**src/rtl/gray_pkg.sv**
```systemverilog
// gray_pkg: shared helpers and structure selectors for the Gray-code counter.
// Helpers work on a fixed MAX_W-wide vector; callers zero-extend in and size-cast out.
package gray_pkg;
    localparam int MAX_W = 64;
    localparam int SPEED_SERIAL = 0;
    localparam int SPEED_BK = 1;
    localparam int SPEED_SKLANSKY = 2;

    function automatic logic [MAX_W-1:0] bin2gray(input logic [MAX_W-1:0] v);
        return v ^ (v >> 1);
    endfunction

    // Reverses the low w bits of v; the result lands in the low w bits.
    function automatic logic [MAX_W-1:0] bit_reverse(input logic [MAX_W-1:0] v, input int w);
        logic [MAX_W-1:0] r;
        r = {<<{v}};
        return r >> (MAX_W - w);
    endfunction
endpackage

```
**src/rtl/gray_counter_prefix_xor.sv**
```systemverilog
// prefix_xor: LSB-first prefix XOR, y[i] = ^x[i:0], in serial, Brent-Kung or Sklansky form.
module prefix_xor
    import gray_pkg::*;
#(
    parameter int width = 8,
    parameter int speed = SPEED_SERIAL
) (
    input  logic [width-1:0] x,
    output logic [width-1:0] y
);
    localparam int L = $clog2(width);

    generate
        if (speed == SPEED_BK) begin : g_bk
            // Stages 0..L are the up-sweep, L..2L-1 the down-sweep.
            logic t [0:2*L-1][0:width-1];
            for (genvar i = 0; i < width; i++) begin : g_in
                assign t[0][i] = x[i];
                assign y[i] = t[2*L-1][i];
            end
            for (genvar l = 0; l < L; l++) begin : g_up
                for (genvar i = 0; i < width; i++) begin : g_b
                    if ((i + 1) % (2 << l) == 0) begin : g_op
                        assign t[l+1][i] = t[l][i] ^ t[l][i-(1<<l)];
                    end else begin : g_pass
                        assign t[l+1][i] = t[l][i];
                    end
                end
            end
            for (genvar d = 0; d < L - 1; d++) begin : g_dn
                localparam int s = L - 2 - d;
                for (genvar i = 0; i < width; i++) begin : g_b
                    if (((i + 1) % (2 << s) == (1 << s)) && (i >= (2 << s))) begin : g_op
                        assign t[L+d+1][i] = t[L+d][i] ^ t[L+d][i-(1<<s)];
                    end else begin : g_pass
                        assign t[L+d+1][i] = t[L+d][i];
                    end
                end
            end
        end else if (speed == SPEED_SKLANSKY) begin : g_sk
            logic t [0:L][0:width-1];
            for (genvar i = 0; i < width; i++) begin : g_in
                assign t[0][i] = x[i];
                assign y[i] = t[L][i];
            end
            for (genvar l = 0; l < L; l++) begin : g_lvl
                for (genvar i = 0; i < width; i++) begin : g_b
                    if (((i >> l) & 1) == 1) begin : g_op
                        assign t[l+1][i] = t[l][i] ^ t[l][((i>>l)<<l)-1];
                    end else begin : g_pass
                        assign t[l+1][i] = t[l][i];
                    end
                end
            end
        end else begin : g_serial
            logic c [0:width-1];
            assign c[0] = x[0];
            assign y[0] = c[0];
            for (genvar i = 1; i < width; i++) begin : g_b
                assign c[i] = c[i-1] ^ x[i];
                assign y[i] = c[i];
            end
        end
    endgenerate
endmodule

```
**src/rtl/gray_counter.sv**
```systemverilog
// gray_counter: Gray-coded up/down counter with registered Gray output, decoded binary,
// wrap pulse and optional saturation at the direction limit.
module gray_counter
    import gray_pkg::*;
#(
    parameter int width = 8,
    parameter int speed = SPEED_SERIAL,
    parameter int saturate = 0
) (
    input  logic             clk_i,
    input  logic             rst_ni,
    input  logic             clear_i,
    input  logic             load_i,
    input  logic [width-1:0] load_gray_i,
    input  logic             en_i,
    input  logic             up_i,
    output logic [width-1:0] gray_o,
    output logic [width-1:0] bin_o,
    output logic             wrap_o,
    output logic             sat_o
);
    logic [width-1:0] gray_q;
    logic             wrap_q;
    logic [width-1:0] gray_rev;
    logic [width-1:0] pre_rev;
    logic [width-1:0] bin;
    logic [width-1:0] nb;
    logic [width-1:0] next_gray;
    logic             at_lim;
    logic             hold;

    // PrefixXor accumulates from the LSB, decode needs it from the MSB: reverse both sides.
    assign gray_rev = width'(bit_reverse(MAX_W'(gray_q), width));

    prefix_xor #(.width(width), .speed(speed)) u_decode (
        .x(gray_rev),
        .y(pre_rev)
    );

    assign bin = width'(bit_reverse(MAX_W'(pre_rev), width));
    assign nb = up_i ? bin + width'(1) : bin - width'(1);
    assign next_gray = width'(bin2gray(MAX_W'(nb)));
    assign at_lim = up_i ? (bin == '1) : (bin == '0);
    assign hold = (saturate != 0) && at_lim;

    always_ff @(posedge clk_i) begin
        if (!rst_ni) begin
            gray_q <= '0;
            wrap_q <= 1'b0;
        end else if (clear_i) begin
            gray_q <= '0;
            wrap_q <= 1'b0;
        end else if (load_i) begin
            gray_q <= load_gray_i;
            wrap_q <= 1'b0;
        end else if (en_i) begin
            gray_q <= hold ? gray_q : next_gray;
            wrap_q <= at_lim && !hold;
        end else begin
            wrap_q <= 1'b0;
        end
    end

    assign gray_o = gray_q;
    assign bin_o = bin;
    assign wrap_o = wrap_q;
    assign sat_o = hold;
endmodule

```
**config.mk**
```make
export PLATFORM = sky130hd
export DESIGN_NAME = gray_counter
export DESIGN_NICKNAME = d
export VERILOG_FILES = /design/src/rtl/gray_pkg.sv /design/src/rtl/gray_counter_prefix_xor.sv /design/src/rtl/gray_counter.sv
export SDC_FILE = /design/constraint.sdc
export NUM_CORES = 1
export LEC_CHECK = 0
export ABC_CLOCK_PERIOD_IN_PS = 6110
export BUFFER_PORTS_ARGS = -buffer_cell sky130_fd_sc_hd__buf_2
export CAP_MARGIN = 15
export CORE_MARGIN = 4
export CORE_UTILIZATION = 50
export DETAILED_ROUTE_END_ITERATION = 6
export GPL_TIMING_DRIVEN = 0
export PLACE_DENSITY_LB_ADDON = 0.1
export SYNTH_ARGS = -nofsm -noshare
export SYNTH_HDL_FRONTEND = slang
export SYNTH_SLANG_ARGS = --single-unit
export TNS_END_PERCENT = 1
```
**constraint.sdc**
```tcl
create_clock -name clk_i -period 6.11 [get_ports clk_i]
set_input_delay 1.5275 -clock clk_i [delete_from_list [all_inputs] [get_ports clk_i]]
set_output_delay 1.5275 -clock clk_i [all_outputs]
set_load 0.02 [all_outputs]
```
======== Yosys cells after proc, flatten, opt, wreduce, memory -nomap -nowiden ========
Cells that the tools add are included.
word-level totals
  output and inout bits ................... 18
  register bits after elaboration ......... 9
  word-level logic and storage cells ...... 23
cells by class
  add/sub/neg operators ................... 2
  bitwise operators ....................... 10
  equal/unequal tests ..................... 1
  muxes and demuxes ....................... 4
  reductions and logical operators ........ 4
operators with widths
  cell                                                                 number
  8-bit two-way mux                                                    3
  8-bit by 1-bit adder with 8-bit output (second input constant)       1
  8-bit equality test (second input constant)                          1
  8-bit logical NOT                                                    1
  8-bit by 1-bit subtractor with 8-bit output (second input constant)  1
  8-bit by 7-bit bitwise XOR with 8-bit output                         1
  1-bit bitwise XOR                                                    7
  4-bit OR reduction                                                   1
  1-bit inverter                                                       2
  2-bit nonzero test                                                   1
  2-bit OR reduction                                                   1
  1-bit two-way mux                                                    1

======== Depth between registers and ports, before layout ========
Gate-level depths: netlist (run 1).
  depth in word-level cells ............... 12
  mapped depth ............................ 14

======== Modules after synthesis ========
Synthesis (run 1) repeated with hierarchy kept, for this count alone.
unflattened totals
  cell total of the unflattened synthesis .. 144
  area total of the unflattened synthesis .. 1146.1 um2
modules (own cells, without submodules)
  module        sequential area each (um2)  area an instance (um2)  cells an instance  instances
  gray_counter  180.2                       1021.0                  131                1
  prefix_xor    0.0                         125.1                   13                 1

======== Worst setup path after synthesis (run 1) ========
Ideal clock, no wire load.
  kind .................................... register -> output
  start ................................... register gray_q[7] (netlist: gray_o[7])
  end ..................................... output bin_o[0]
  arrival ................................. 3.702 ns
  setup slack ............................. 0.880 ns
  stages on the path, launching flop included .. 10
  cell sequence ........................... dfxtp_1 -> inv_1 -> ha_1 -> xor2_1 -> ha_1 -> xnor2_1 -> ha_1 -> xnor2_2 -> ha_1 -> inv_1
on the way
  longest elaborated chain between the ends .. 7
ends and longest elaborated chain
  what                            line                           RTL
  start: declaration              gray_counter.sv:22             logic [width-1:0] gray_q;
  start signal: assignment        gray_counter.sv:54             gray_q <= load_gray_i;
  start signal: assignment        gray_counter.sv:57             gray_q <= hold ? gray_q : next_gray;
  1-bit bitwise XOR               gray_counter_prefix_xor.sv:60  assign c[i] = c[i-1] ^ x[i];
  net bin_o[6]                    gray_counter.sv:18             output logic [width-1:0] bin_o,
  1-bit bitwise XOR               gray_counter_prefix_xor.sv:60
  net bin_o[5]                    gray_counter.sv:18
  1-bit bitwise XOR (2 in a row)  gray_counter_prefix_xor.sv:60
  net bin_o[3]                    gray_counter.sv:18
  1-bit bitwise XOR (2 in a row)  gray_counter_prefix_xor.sv:60
  net bin_o[1]                    gray_counter.sv:18
  1-bit bitwise XOR               gray_counter_prefix_xor.sv:60
  end: declaration                gray_counter.sv:18
The timed path passes the listed nets, and every way through them passes these cells.

======== Worst setup path in the final report (run 1) ========
  start ................................... register gray_q[7] (netlist: gray_o[7])
  end ..................................... output bin_o[0]
on the way
  longest elaborated chain between the ends .. 7
ends and longest elaborated chain
  what                            line
  1-bit bitwise XOR (7 in a row)  gray_counter_prefix_xor.sv:60
No other way between the ends.

==> results of run 1 <==
## flip-flops by register name (all words and copies together), names as in the netlist
register and cells:
wrap_o 1, gray_o 8
## layout make-up
| type | count | area, um^2 |
|---|---|---|
| Buffer | 5 | 27.5 |
| Clock buffer | 4 | 26.3 |
| Fill cell | 202 | 709 |
| Inverter | 16 | 60.1 |
| Multi-Input combinational cell | 96 | 754 |
| Sequential cell | 9 | 180 |
| Tap cell | 27 | 33.8 |
| Timing Repair Buffer | 30 | 150 |
## layer usage
layer  part of all wire, %  wire length, um  vias up
li1                      -                -      503
met1                    49             1170      455
met2                    48             1150       12
met3                   3.0               72        2
met4                  0.74               18        0
met5                     0                0        -
## final timing paths
path,start,to,cells past startpoint
max,gray_o[7],bin_o[0],10
min,gray_o[2],gray_o[2],3
max reg2reg,gray_o[7],gray_o[5],14
min reg2reg,gray_o[2],gray_o[2],3
## per-stage QoR
stage / worst slack (ns) / area (um^2) / hold WS [ns] / cells / util (%)
2_1_floorplan: 0.880 / 1020 / 0.682 / 126 / -
3_3_place_gp: 1.55 / 1210 / 0.612 / 183 / 62.1
3_5_place_dp: 1.52 / 1210 / 0.625 / 183 / 62.1
4_1_cts: 1.23 / 1230 / 0.634 / 187 / 63.5
5_1_grt: 1.02 / 1230 / 0.673 / 187 / 63.5
6_report: 1.25 / 1230 / 0.635 / 187 / 63.5
## kinds of logic after synthesis
kind of cell	after synthesis	synth area share, %
muxes	2	1.96
adders and majority gates	14	17.1
AOI/OAI and AO/OA	29	19.6
DFF	9	17.6
buffers and inverters	21	8.57
and+or+nand+nor	31	15.1
xor gates and xnor gates	19	19.7
other	1	0.367
## worst max-delay path, cell delays in order, from the launching register on
cell	delay, ns
dfxtp_1	0.45
inv_1	0.07
ha_1	0.33
xor2_1	0.32
ha_1	0.32
xnor2_1	0.32
ha_1	0.37
xnor2_2	0.33
ha_1	0.34
inv_1	0.06
buf_2	0.15
## layout by cell type, fill, tap and decap left out, types with 4 or more instances in the layout
master,count
xnor2_1,12
o22ai_1,6
buf_2,31
nor2_1,9
dfxtp_1,9
xor2_1,4
inv_1,16
a21oi_1,8
ha_1,14
nand2_1,5
==> impl_metrics.yaml, run 1 <==
routing:
  drt_iter0_markers: 10
  vias: 972
  wire_per_inst_um: 12.9
  drt-vias-per-instance: 5.20
  wl_mm: 2.42
  ant_nets: 0
  drc: 0
  dr.pass1.iters: 4
synthesis:
  synth_nets: 154
  synthFlopType: "dfxtp_1"
  synth.ff_latch_count: 9
  synthTopCellsByCount: "16 x inv_1, 14 x ha_1, 12 x xnor2_1"
  async_flop_share_pct: 0
  seq_area_frac_synth_pct: 17.6
  synth_top_cell_area_share_pct: 17.6
  synth_warnings: 0
  postSynthAreaPerCell_um2: 8.11
  synth_top_area_cell: "dfxtp_1"
  yosysUniqueCellTypes: 35
  synth_area_um2: 1020
  synth.area.top_cells: "dfxtp_1 18%, ha_1 17%, xnor2_1 10%, inv_1 5.9%, xnor3_1 4.4%"
  syn_inst: 126
  synth_most_common_cell: "inv_1"
  synth_edf_count: 0
die:
  core_region_area_um2: 1940
  die_h_um: 53.2
  num_rows: 16
  io_pins: 32
  dieArea_um2: 2830
  fp.dieW_um: 53.2
  start_util_pct: 52.6
placement:
  dpl.hpwl_mm: 1.96
  portBuffers: 30
  gp_congestion: 0.762
critical_path:
  arrival_ns: 3.33
  critPathKind: "register to output port"
  critPathMaxFanout: 6
  required_ns: 4.58
  cp-end-kind: "output port"
  worst-r2r-setup-slack_ns: 1.93
  crit_path_start_kind: "register"
clock_network:
  cts_buffers: 3
  clk_pin_slew_worst_paths_ns: 0.07
  clock-sinks: 9
  clk_path_buf_depth: 2
  ctsHoldBuffers: 0
  post_cts_buffers: 0
  htreeDepth: 1
  cts_resized: 0
  cts_tree: "built"
  cts-root-buf: "clkbuf_4"
  insertion_delay_ns: 0.26
global_route:
  globalRoute.totalOverflow: 0
  antenna_found_initial: 0
  grt.total_usage_pct: 18.7
  met2_usage_pct: 32.0
  met1_usage_pct: 24.7
  grt_pass1_wl_mm: 3.97
  met3_usage_pct: 1.41
  grt_most_used_layer: "met2"
  grt_pass1_vias: 896
  grt_max_degree: 13
sta:
  fmax_ghz: 0.206
  setup_viol: 0
  skew_ns: 0.00186
  finalCritPeriodShare_pct: 79.5
  finalSetupTns_ns: 0
  grt_setup_unrepaired: "no"
  slew_violations: 0
  hold_violations: 0
  period_minus_slack_ns: 4.86
finish:
  drive_above_1_share_pct: 24.4
  nNetsFinal: 189
  syn2layout_area_growth_pct: 20.6
  diodes: 0
hold_path:
  hold_path.class: "register to register"
flow_run:
  cap_violations: 0
run_status:
  outcome: "finished, final reports clean"
Power of run 1 is not shown: default switching activity piles up to over one toggle a cycle in this logic, so the estimate is an artifact.
==> run 2: changes to the inputs <==
ABC_CLOCK_PERIOD_IN_PS = 4300   (was 6110)
CORE_UTILIZATION = 46   (was 50)
clock period = 4.3 ns   (was 6.11 ns; I/O delays follow)
==> impl_metrics.yaml, run 2 (synthesis gave the netlist of run 1 again) <==
run_status:
  outcome: "finished, final reports clean"
flow_run:
  cap_violations: 0
clock_network:
  cts_tree: "built"
  clk_path_buf_depth: 2
  ctsHoldBuffers: 0
  post_cts_buffers: 0
  insertion_delay_ns: 0.26
  cts_buffers: 3
  htreeDepth: 1
  clock-sinks: 9
  clk_pin_slew_worst_paths_ns: 0.07
  cts_resized: 0
  cts-root-buf: "clkbuf_4"
placement:
  gp_congestion: 0.792
  place_area_um2: 1240
  portBuffers: 30
  dpl.hpwl_mm: 2.09
  placed_cells: 183
die:
  dieArea_um2: 3040
  num_rows: 16
  io_pins: 32
  start_util_pct: 50.1
  core_region_area_um2: 2040
  die_h_um: 55.1
  fp.dieW_um: 55.1
finish:
  syn2layout_area_growth_pct: 24.6
  drive_above_1_share_pct: 26.9
  nNetsFinal: 189
  final_common_cell: "buf_2"
  layout.cells.most_common_list: "31 x buf_2, 16 x inv_1, 13 x ha_1, 11 x xnor2_1, 9 x nor2_1"
  largest_reg_flops: 8
  diodes: 0
  fin_area_um2: 1270
  fin_cells: 187
  fillCellCount: 220
global_route:
  met3_usage_pct: 4.02
  grt_pass1_vias: 908
  grt_most_used_layer: "met2"
  met1_usage_pct: 22.3
  grt_max_degree: 13
  met2_usage_pct: 31.3
  grt_pass1_wl_mm: 3.93
  globalRoute.totalOverflow: 0
  grt.total_usage_pct: 18.7
  antenna_found_initial: 0
hold_path:
  min_from: "gray_o[7]"
  hold_path.class: "register to register"
critical_path:
  cp-end-kind: "output port"
  crit_buf_inv: 3
  critPathMaxFanout: 6
  critPathLaunch: "gray_o[7]"
  critPathMaxStageDelay_ns: 0.39
  required_ns: 3.22
  critPathKind: "register to output port"
  cp_cell_sequence: "inv_1 > ha_1 > xor2_4 > ha_1 > xnor2_2 > ha_2 > xnor2_4 > ha_1 > inv_1 > buf_2"
  reg2reg_from: "gray_o[7]"
  arrival_ns: 3.03
  crit_path_start_kind: "register"
  crit_path_top_delay_cell: "dfxtp_2"
  crit_top_cell: "ha_1"
  critPathTopFamily: "adder cells"
routing:
  vias: 978
  drt_iter0_markers: 12
  drc: 0
  wl_mm: 2.53
  dr.pass1.iters: 4
  ant_nets: 0
  wire_per_inst_um: 13.5
  drt-vias-per-instance: 5.23
sta:
  hold_violations: 0
  finalCritPeriodShare_pct: 95.4
  setup_viol: 0
  slew_violations: 0
  skew_ns: 0.00187
  grt_setup_unrepaired: "no"
  worst_hold_slack_ns: 0.607
  period_minus_slack_ns: 4.10
  fmax_ghz: 0.244
  finalSetupTns_ns: 0
run 2: cell type report:
class | instances | area (um^2) | area share (%)
buffer | 5 | 27.5 | 2.16
clock buffer | 4 | 26.3 | 2.06
inverter | 16 | 60.1 | 4.72
multi-input combinational | 96 | 795 | 62.4
sequential | 9 | 181 | 14.2
tap | 27 | 33.8 | 2.65
timing repair buffer | 30 | 150 | 11.8
run 2: metal layers:
layer / part of all wire [%] / wire (um)
met1: 45 / 1140
met2: 47 / 1190
met3: 5.5 / 139
met4: 2.3 / 59
met5: 0 / 0
run 2: worst paths after layout:
check	endpoint	depth (start not counted)	slack, ns
max	bin_o[0]	10	0.20
min	gray_o[7]	2	0.61
max reg2reg	gray_o[5]	14	0.45
min reg2reg	gray_o[7]	2	0.61
run 2: metrics by stage:
stage | setup WS [ns] | utilization [%]
after global placement | 0.441 | 60.9
after floorplan | 0.0540 | -
final | 0.199 | 62.4
after global routing | 0.000971 | 62.4
after CTS | 0.107 | 62.2
after detailed placement | 0.382 | 60.9
run 2: worst reg2reg max path: stages, from the launching register on:
cell,delay [ns]
dfxtp_2,0.39
inv_1,0.06
ha_1,0.37
xor2_4,0.20
ha_1,0.33
xnor2_2,0.26
ha_2,0.39
xnor2_4,0.24
ha_1,0.27
nor2b_1,0.14
o2111ai_1,0.28
and3b_1,0.26
xnor3_1,0.25
xnor2_1,0.19
o22ai_1,0.11
Power of run 2 is left out for the same reason.
==> run 3: changes to the inputs <==
==> constraint.sdc (replaced) <==
create_clock -name clk_i -period 4.3 [get_ports clk_i]
set_input_delay 1.075 -clock clk_i [delete_from_list [all_inputs] [get_ports clk_i]]
set_output_delay 1.075 -clock clk_i [all_outputs]
set_load 0.05 [all_outputs]
==> impl_metrics.yaml, run 3 (synthesis gave the netlist of run 1 again) <==
run_status:
  outcome: "finished, final reports clean"
finish:
  post-route-util_pct: 65.7
  largest_reg_flops: 8
  fin_area_um2: 1340
  fillCellCount: 184
  diodes: 0
  drive_above_1_share_pct: 31.3
  layout.cells.most_common_list: "31 x buf_2, 13 x inv_1, 11 x xnor2_1, 10 x ha_1, 9 x nor2_1"
  syn2layout_area_growth_pct: 31.3
  nNetsFinal: 189
  final_common_cell: "buf_2"
die:
  io_pins: 32
  start_util_pct: 50.1
  core_region_area_um2: 2040
  fp.dieW_um: 55.1
  dieArea_um2: 3040
  die_h_um: 55.1
  num_rows: 16
sta:
  grt_setup_unrepaired: "no"
  slew_violations: 0
  fmax_ghz: 0.254
  hold_violations: 0
  finalCritPeriodShare_pct: 91.6
  period_minus_slack_ns: 3.94
  setup_viol: 0
  skew_ns: 0.00429
critical_path:
  critPathMaxStageDelay_ns: 0.39
  cp-end-kind: "output port"
  crit_buf_inv: 3
  critPathMaxFanout: 6
  required_ns: 3.22
  crit_top_cell: "ha_4"
  critPathKind: "register to output port"
  worst-r2r-setup-slack_ns: 0.65
  cp_cell_sequence: "inv_2 > ha_4 > xor2_4 > ha_4 > xnor2_4 > ha_4 > xnor2_4 > ha_4 > clkinvlp_4 > buf_2"
  crit_path_top_delay_cell: "dfxtp_4"
  path_depth: 10
  arrival_ns: 2.86
  r2r_cells: 14
  critPathTopFamily: "adder cells"
  crit_path_start_kind: "register"
clock_network:
  clock-sinks: 9
  post_cts_buffers: 0
  insertion_delay_ns: 0.27
  clk_path_buf_depth: 2
  ctsHoldBuffers: 0
  clk_pin_slew_worst_paths_ns: 0.07
  cts_resized: 0
  cts_buffers: 3
  cts_tree: "built"
  cts-root-buf: "clkbuf_4"
  htreeDepth: 1
routing:
  dr.pass1.iters: 4
  wire_per_inst_um: 14.1
  drc: 0
  drt_iter0_markers: 24
  ant_nets: 0
  wl_mm: 2.63
  drt-vias-per-instance: 5.44
  vias: 1018
global_route:
  grt.total_usage_pct: 19.0
  grt_pass1_wl_mm: 4.06
  grt_max_degree: 13
  antenna_found_initial: 0
  grt_pass1_vias: 939
  globalRoute.totalOverflow: 0
placement:
  gp_congestion: 0.792
  portBuffers: 30
  dpl.hpwl_mm: 2.15
  place_area_um2: 1320
hold_path:
  hold_path.class: "register to register"
  whs_path_depth: 2
flow_run:
  cap_violations: 0
-- run 3: cell types whose count changed in the layout (fill, tap and decap cells not counted), sizes merged --
| cell | delta |
|---|---|
| clkinvlp | +1 |
| inv | -1 |
-- run 3: metal layers --
layer | share of wire [%] | vias up | global-route usage (%)
li1 | - | 506 | -
met1 | 45 | 484 | 22.2
met2 | 49 | 24 | 34.6
met3 | 3.7 | 4 | 2.41
met4 | 1.4 | 0 | 7.69
met5 | 0 | - | 0
-- run 3: final cells by class --
class / count / area [um^2] / area share [%]
repair buffers: 30 / 150 / 11.2
clock buffers: 4 / 26.3 / 1.96
flip-flops and latches: 9 / 188 / 14.0
multi-input cells: 96 / 853 / 63.6
well taps: 27 / 33.8 / 2.52
inverters: 16 / 63.8 / 4.75
plain buffers: 5 / 27.5 / 2.05
-- run 3: per-stage QoR --
step / setup TNS, ns / instances / worst slack, ns / hold slack [ns]
after floorplan: -0.189 / 126 / -0.125 / 0.661
after global placement: 0 / 183 / 0.674 / 0.590
after detailed placement: 0 / 183 / 0.642 / 0.593
after CTS: 0 / 187 / 0.337 / 0.604
after global routing: 0 / 187 / 0.242 / 0.633
final: 0 / 187 / 0.361 / 0.597
-- run 3: path summary, 6_finish.rpt --
check                               start         to
worst min register to register  gray_o[7]  gray_o[7]
worst max-delay path            gray_o[7]   bin_o[0]
worst min-delay path            gray_o[7]  gray_o[7]
worst max register to register  gray_o[7]  gray_o[5]
-- run 3: tightest hold or removal path, cell delays in order (launching register included) --
cell and delay [ns]:
dfxtp_4 0.39, xnor2_1 0.12, a211oi_1 0.06
Power of run 3 is left out for the same reason.
